==> src/rtl/ut88_dma_loader.sv <==
// ut88_dma_loader: bus-mastering loader that takes the UT88 bus from the TV80
// with BUSRQ/BUSAK and streams host bytes into memory with sequential writes.
// Every output is decoded from the state register or a register, so nothing
// on the input side reaches an output within the same cycle.
module ut88_dma_loader #(
  parameter int TIMEOUT = 1023
) (
  input  logic        clk,
  input  logic        rst_n,
  input  logic        cmd_stb,
  input  logic [15:0] cmd_addr,
  input  logic [15:0] cmd_len,
  output logic        cmd_busy,
  input  logic        data_stb,
  input  logic [7:0]  data_in,
  output logic        data_ready,
  output logic        busrq,
  input  logic        busak,
  output logic [15:0] ma,
  output logic [7:0]  mdo,
  output logic        mmreq,
  output logic        mwr,
  input  logic        mwait,
  output logic        done,
  output logic        err
);

  localparam int TW = (TIMEOUT < 2) ? 1 : $clog2(TIMEOUT + 1);
  localparam logic [TW-1:0] TLIMIT = TW'(TIMEOUT);

  typedef enum logic [2:0] {
    S_IDLE,
    S_REQ,
    S_DATA,
    S_WRITE,
    S_RELEASE
  } state_t;

  state_t        state, state_d;
  logic [15:0]   addr_q, addr_d;
  logic [15:0]   count_q, count_d;
  logic [TW-1:0] tcount_q, tcount_d;
  logic [7:0]    byte_q, byte_d;
  logic          done_q, done_d;
  logic          err_q, err_d;

  // State and datapath registers; reset clears everything so the bus is let go at once
  always_ff @(posedge clk or negedge rst_n) begin
    if (!rst_n) begin
      state    <= S_IDLE;
      addr_q   <= '0;
      count_q  <= '0;
      tcount_q <= '0;
      byte_q   <= '0;
      done_q   <= 1'b0;
      err_q    <= 1'b0;
    end else begin
      state    <= state_d;
      addr_q   <= addr_d;
      count_q  <= count_d;
      tcount_q <= tcount_d;
      byte_q   <= byte_d;
      done_q   <= done_d;
      err_q    <= err_d;
    end
  end

  // Next-state logic: command accept, grant wait with timeout, byte handshake,
  // wait-stated write, and bus release; a lost grant aborts to IDLE with ERR
  always_comb begin
    state_d  = state;
    addr_d   = addr_q;
    count_d  = count_q;
    tcount_d = tcount_q;
    byte_d   = byte_q;
    done_d   = 1'b0;
    err_d    = 1'b0;
    case (state)
      S_IDLE: begin
        if (cmd_stb) begin
          addr_d  = cmd_addr;
          count_d = cmd_len;
          if (cmd_len == 16'd0) begin
            done_d = 1'b1;
          end else begin
            state_d  = S_REQ;
            tcount_d = '0;
          end
        end
      end
      S_REQ: begin
        if (busak) begin
          state_d = S_DATA;
        end else if ((TIMEOUT != 0) && (tcount_q == TLIMIT)) begin
          err_d   = 1'b1;
          state_d = S_IDLE;
        end else begin
          tcount_d = tcount_q + 1'b1;
        end
      end
      S_DATA: begin
        if (!busak) begin
          err_d   = 1'b1;
          state_d = S_IDLE;
        end else if (data_stb) begin
          byte_d  = data_in;
          state_d = S_WRITE;
        end
      end
      S_WRITE: begin
        if (!busak) begin
          err_d   = 1'b1;
          state_d = S_IDLE;
        end else if (!mwait) begin
          addr_d  = addr_q + 16'd1;
          count_d = count_q - 16'd1;
          state_d = (count_q == 16'd1) ? S_RELEASE : S_DATA;
        end
      end
      S_RELEASE: begin
        if (!busak) begin
          done_d  = 1'b1;
          state_d = S_IDLE;
        end
      end
      default: begin
        state_d = S_IDLE;
      end
    endcase
  end

  // Output decode from the state register and the address/byte registers only
  always_comb begin
    cmd_busy   = (state != S_IDLE);
    data_ready = (state == S_DATA);
    busrq      = (state == S_REQ) || (state == S_DATA) || (state == S_WRITE);
    mmreq      = (state == S_WRITE);
    mwr        = (state == S_WRITE);
    ma         = (state == S_WRITE) ? addr_q : 16'h0000;
    mdo        = (state == S_WRITE) ? byte_q : 8'h00;
    done       = done_q;
    err        = err_q;
  end

endmodule
==> config.mk <==
export PLATFORM = sky130hd
export DESIGN_NAME = ut88_dma_loader
export DESIGN_NICKNAME = d
export VERILOG_FILES = /design/src/rtl/ut88_dma_loader.sv
export SDC_FILE = /design/constraint.sdc
export NUM_CORES = 1
export LEC_CHECK = 0
export ABC_CLOCK_PERIOD_IN_PS = 2000
export CAP_MARGIN = 20
export CORE_AREA = 3 3 102 104
export CTS_BUF_LIST = sky130_fd_sc_hd__clkbuf_8 sky130_fd_sc_hd__clkbuf_16
export CTS_CLUSTER_SIZE = 24
export DETAILED_ROUTE_END_ITERATION = 7
export DIE_AREA = 0 0 105 107
export SLEW_MARGIN = 10
export SYNTH_ARGS = -nofsm -noshare
export SYNTH_HDL_FRONTEND = slang
export SYNTH_SLANG_ARGS = --single-unit
==> constraint.sdc <==
create_clock -name clk -period 2 [get_ports clk]
set_input_delay 0.3 -clock clk [delete_from_list [all_inputs] [get_ports clk]]
set_output_delay 0.3 -clock clk [all_outputs]
set_load 0.01 [all_outputs]
Yosys cells after proc, flatten, opt, wreduce, memory -nomap -nowiden
Index checks and enable logic that the tools add are counted.
- flip-flop bits (word level): 55
- logic and storage cells: 71
- input bits: 46
- reduce and logical (&&, ||, !) cells: 12
- multiplexer cells: 33
- $add $sub $neg: 3
- equal/unequal tests: 16
- operators with widths (cell ; number):
    $mux W16 ; 7
    $pmux W16 S2 ; 2
    $mux W10 ; 4
    $mux W3 ; 10
    $pmux W10 S2 ; 1
    $add A16 B1 Y16 const B ; 1
    $eq A16 B1 Y1 const B ; 1
    $logic_not A16 Y1 ; 1
    $sub A16 B1 Y16 const B ; 1
    $pmux W3 S5 ; 1
    $ne A2 B2 Y1 const B ; 7
    $add A10 B1 Y10 const B ; 1
    $eq A10 B10 Y1 const B ; 1
    $ne A3 B3 Y1 const B ; 3
    $mux W8 ; 1
    $eq A3 B2 Y1 const B ; 2
    $reduce_and A6 Y1 ; 1
    $mux W1 ; 5
    $reduce_and A5 Y1 ; 1
    $pmux W1 S2 ; 2
    $reduce_and A4 Y1 ; 1
    $reduce_bool A2 Y1 ; 2
    $eq A3 B1 Y1 const B ; 1
    $eq A3 B3 Y1 const B ; 1
    other kinds (5) ; 6

Longest topological paths before layout
- depth in word-level cells: 5
- mapped depth: 8
- depth with buffers taken out: 7

Worst setup path before layout
No wires, ideal clock.
- path kind: reg-to-reg
- from: register count_q[7]
- to: register count_q[15]
- stages on the path, launching flop included: 6
- library setup time: 79 ps
- path slack: -100 ps
- arrival time: 2020 ps
- clock period less this slack: 2100 ps
- required time: 1921 ps
- cell sequence: dfrtp_1 > or3_4 > or4_4 > or4_4 > a21oi_2 > a2bb2oi_1
- word-level cells in the longest chain between the ends: 4
- RTL lines (item ; line ; source):
    start: declaration ; 41 ; logic [15:0] count_q, count_d;
    start signal: assignment ; 60 ; count_q <= count_d;
    $sub A16 B1 Y16 ; 116 ; count_d = count_q - 16'd1;
    $mux W16 ; 114 ; end else if (!mwait) begin
    $mux W16 ; 111 ; if (!busak) begin
    $pmux W16 S2 ; 78 ; case (state)
No other way between the ends. The select of a mux whose other input is x is not followed.
A chain may end at the register's enable or synchronous reset.

Worst setup path in the final report
- from: register count_q[9]
- to: register state[1]
- word-level cells in the longest chain between the ends: 5
- RTL lines (item ; line ; source):
    $eq A16 B1 Y1 ; 117 ; state_d = (count_q == 16'd1) ? S_RELEASE : S_DATA;
    $mux W3 ; 117 ;
    $mux W3 ; 114 ;
    $mux W3 ; 111 ;
    $pmux W3 S5 ; 78 ;
    end signal: assignment ; 58 ; state <= state_d;
    end: declaration ; 39 ; state_t state, state_d;
No other way between the ends. The select of a mux whose other input is x is not followed.

==> results by group <==
Status
  – Run status: finished, violations left
  – Violations in the final reports: setup timing

Cells and area
  – Non-filler cells, final: 650
  – Number of nets in the finished design: 566
  – Most common cell after layout, fill and taps aside: sky130_fd_sc_hd__buf_4
  – Antenna diode count: 0
  – Utilization after layout: 0.5036
  – Area Growth Syn to Fin: 47.14%
  – Fraction of layout cells with a size suffix above 1: 0.2070
  – Highest-count cells in the layout ignoring fill and taps: 61 x sky130_fd_sc_hd__buf_4, 54 x sky130_fd_sc_hd__dfrtp_1, 47 x sky130_fd_sc_hd__a21oi_1

Synth
  – Register bit count reported by yosys: 55
  – Syn nets: 439
  – Syn avg cell area: 8.482 um2
  – Asr flop ratio synth: 1.000
  – Distinct cells, synth: 51
  – Synth Flop Type: sky130_fd_sc_hd__dfrtp_1
  – Sequential element share of the synthesized area: 0.4171
  – Count of flip-flops with a built-in enable after synthesis: 0
  – Number of instances in the synthesized netlist: 389
  – Number of warning messages in the yosys log: 0
  – Netlist area before placement: 3299 um2

Placed design
  – Dpl cells: 634
  – Dpl hpwl: 7229 um
  – GP Congestion: 0.7840
  – Worst slack at placement: -0.1754 ns
  – Count of input and output buffers: 76

Global route
  – Maximum number of pins on one net before global-route repair: 56
  – Antenna violations before repair: 0
  – Overall fraction of global-route tracks in use: 0.1788
  – First-pass GRT wire length: 16790 um
  – Number of global-route vias before repair: 3422
  – Grt ovf: 0

Clocking
  – CTS Sinks: 55
  – CTS tree: built
  – TritonCTS Buffers: 5
  – Clk slew on worst S/H paths: 0.11 ns
  – Buffers from clock root to sink, at most: 2
  – Number of H-tree levels: 2
  – Cell chosen for the clock root: sky130_fd_sc_hd__clkbuf_8
  – Clock latency at the later pin of the worst-skew pair: 0.31 ns

Worst hold path
  – Capture endpoint of the worst hold path: count_q[6]$_DFFE_PN0P_
  – WHS Path Cells: 2
  – Origin of the worst min-delay path: count_q[6]$_DFFE_PN0P_
  – Hold Path Class: reg2reg

Timing
  – Final critical path time including I/O delays and setup: 2.075 ns
  – Maximum clock skew at final layout: 0.005847 ns
  – Worst-case setup margin in the final layout: -0.07524 ns
  – Total setup violations reported at the end of the flow: 2
  – Final period util: 1.038
  – Count of pins over their slew limit: 0
  – Final Hold Violating Endpoints: 0
  – Max-slew headroom at the worst pin: 0.6555
  – Slew at the pin closest to its max-slew limit: 0.5133 ns
  – Final sum of negative setup slack: -0.1108 ns
  – Setup repair after global routing missed its margin: yes
  – Maximum clock frequency: 481.9 MHz

Floorplanning
  – Rows: 36
  – Y dimension of the die: 107 um
  – Die area: 11240 um2
  – Initial Utilization: 0.3423
  – Number of ports placed on the die boundary: 77
  – Std-Cell Core Area: 9639 um2
  – Width of the die: 105 um

Routing
  – Total routed wirelength: 10340 um
  – Number of remaining DRC errors: 0
  – Final ANT Viol Nets: 0
  – Routed len/inst: 15.91 um
  – First-pass iteration count of the detailed router: 5
  – Number of DRC markers in iteration 0: 222
  – Per-cell via count in the routed design: 5.366
  – Via Count: 3488

Worst setup path
  – Worst flop-to-flop path endpoint: state[1]$_DFFE_PN0P_
  – Startpoint Class: flop
  – Depth of the worst register-to-register path: 7
  – Start of the worst register-to-register path: count_q[9]$_DFFE_PN0P_
  – Data required time of the worst path: 2.21 ns
  – Slack of the worst reg-to-reg path: -0.08 ns
  – Worst Path Class, Setup: reg2reg
  – Maximum fanout count along the critical path: 3
  – Kind of end point of the critical path: flop
  – Critical path arrival: 2.28 ns

Power
  – PnR Total Power: 5.945 mW
  – Power density normalized to cell area: 1225 nW/um2
  – IR Drop Worst-Case VDD: 435.2 uV
  – Leakage power: 2.214 nW

Flow run
  – Max-capacitance violation count: 0
-- worst max-delay path: stages, from the launching register on --
cell                      delay (ns)
sky130_fd_sc_hd__dfrtp_1        0.39
sky130_fd_sc_hd__or3_4          0.39
sky130_fd_sc_hd__or4_4          0.44
sky130_fd_sc_hd__buf_6          0.14
sky130_fd_sc_hd__nor4_4         0.25
sky130_fd_sc_hd__buf_4          0.16
sky130_fd_sc_hd__a311o_1        0.14
sky130_fd_sc_hd__a21oi_1        0.06
-- cells in the mapped netlist, drive strengths merged (3+ instances only) --
master	instances	share of area
dfrtp	55	0.42
a21oi	50	0.077
nor2	39	0.044
nand2	30	0.034
and3	26	0.049
o21ai	23	0.035
clkbuf	19	0.022
nand3	17	0.026
inv	12	0.014
nor3	10	0.015
nor4	10	0.019
o2bb2ai	9	0.024
mux2	8	0.027
o22ai	8	0.015
a2bb2oi	6	0.016
buf	6	0.0087
nand4	6	0.011
or3	5	0.011
ha	4	0.015
a31oi	3	0.0057
a41o	3	0.0091
mux2i	3	0.0091
o21a	3	0.0068
or3b	3	0.0080
xor2	3	0.0080
-- cell type report --
type	count	area (um2)
Fill cell	979	4785
Multi-Input combinational cell	297	1863
Sequential cell	55	1378
Timing Repair Buffer	145	1318
Tap cell	133	166.4
Clock buffer	5	68.82
Inverter	12	45.04
Clock inverter	3	16.27
-- power breakdown --
part | internal [mW] | total [mW] | switching, mW
clock network | 0.242 | 0.632 | 0.390
logic | 1.62 | 3.31 | 1.70
registers | 1.57 | 2.00 | 0.433
total | 3.43 | 5.95 | 2.52
-- worst max-delay path by stage --
stage | from | to | slack (ns) | cells past startpoint
2_1_floorplan | count_q[8]$_DFFE_PN0P_ | count_q[15]$_DFFE_PN0P_ | -0.06 | 5
3_3_place_gp | count_q[9]$_DFFE_PN0P_ | state[1]$_DFFE_PN0P_ | -0.17 | 6
5_1_grt | count_q[9]$_DFFE_PN0P_ | state[1]$_DFFE_PN0P_ | -0.17 | 7
3_5_place_dp | count_q[9]$_DFFE_PN0P_ | state[1]$_DFFE_PN0P_ | -0.18 | 6
6_report | count_q[9]$_DFFE_PN0P_ | state[1]$_DFFE_PN0P_ | -0.08 | 7
4_1_cts | count_q[9]$_DFFE_PN0P_ | state[1]$_DFFE_PN0P_ | -0.08 | 7
-- registers in the layout (all words and copies together) (netlist names) --
name / flops
count_q: 16
state: 3
addr_q: 16
err: 1
done: 1
tcount_q: 10
byte_q: 8
-- metrics by stage --
step / area [um2] / hold WS, ns
2_1_floorplan: 3304 / 0.004409
3_3_place_gp: 4612 / 0.3249
3_5_place_dp: 4612 / 0.3291
4_1_cts: 4747 / 0.4965
5_1_grt: 4855 / 0.5297
6_report: 4855 / 0.4954
-- layer usage --
| layer | vias to the layer above | GRT usage | wire, um |
|---|---|---|---|
| li1 | 1700 | - | - |
| met5 | - | 0 | 0 |
| met2 | 80 | 0.2947 | 4957 |
| met4 | 0 | 0.03936 | 35 |
| met1 | 1706 | 0.2503 | 4888 |
| met3 | 2 | 0.02529 | 460 |
-- logic make-up after synthesis --
kind of cell	after synthesis	synth area share
simple gates	159	0.2522
compound gates	120	0.2272
flops	55	0.4171
buf+inv	37	0.04399
mux	11	0.03641
fa+ha+maj	4	0.01517
xor+xnor	3	0.007965
-- what timing repair did --
action,CTS,global route
endpoints found under the setup margin,32,38
cloned,0,2
buffers inserted,4,1
endpoints found under the hold margin,55,0
resized for setup,38,14
hold buffers,1,0
pin swaps,8,5
Note: power is estimated with default switching activity, not from simulation.
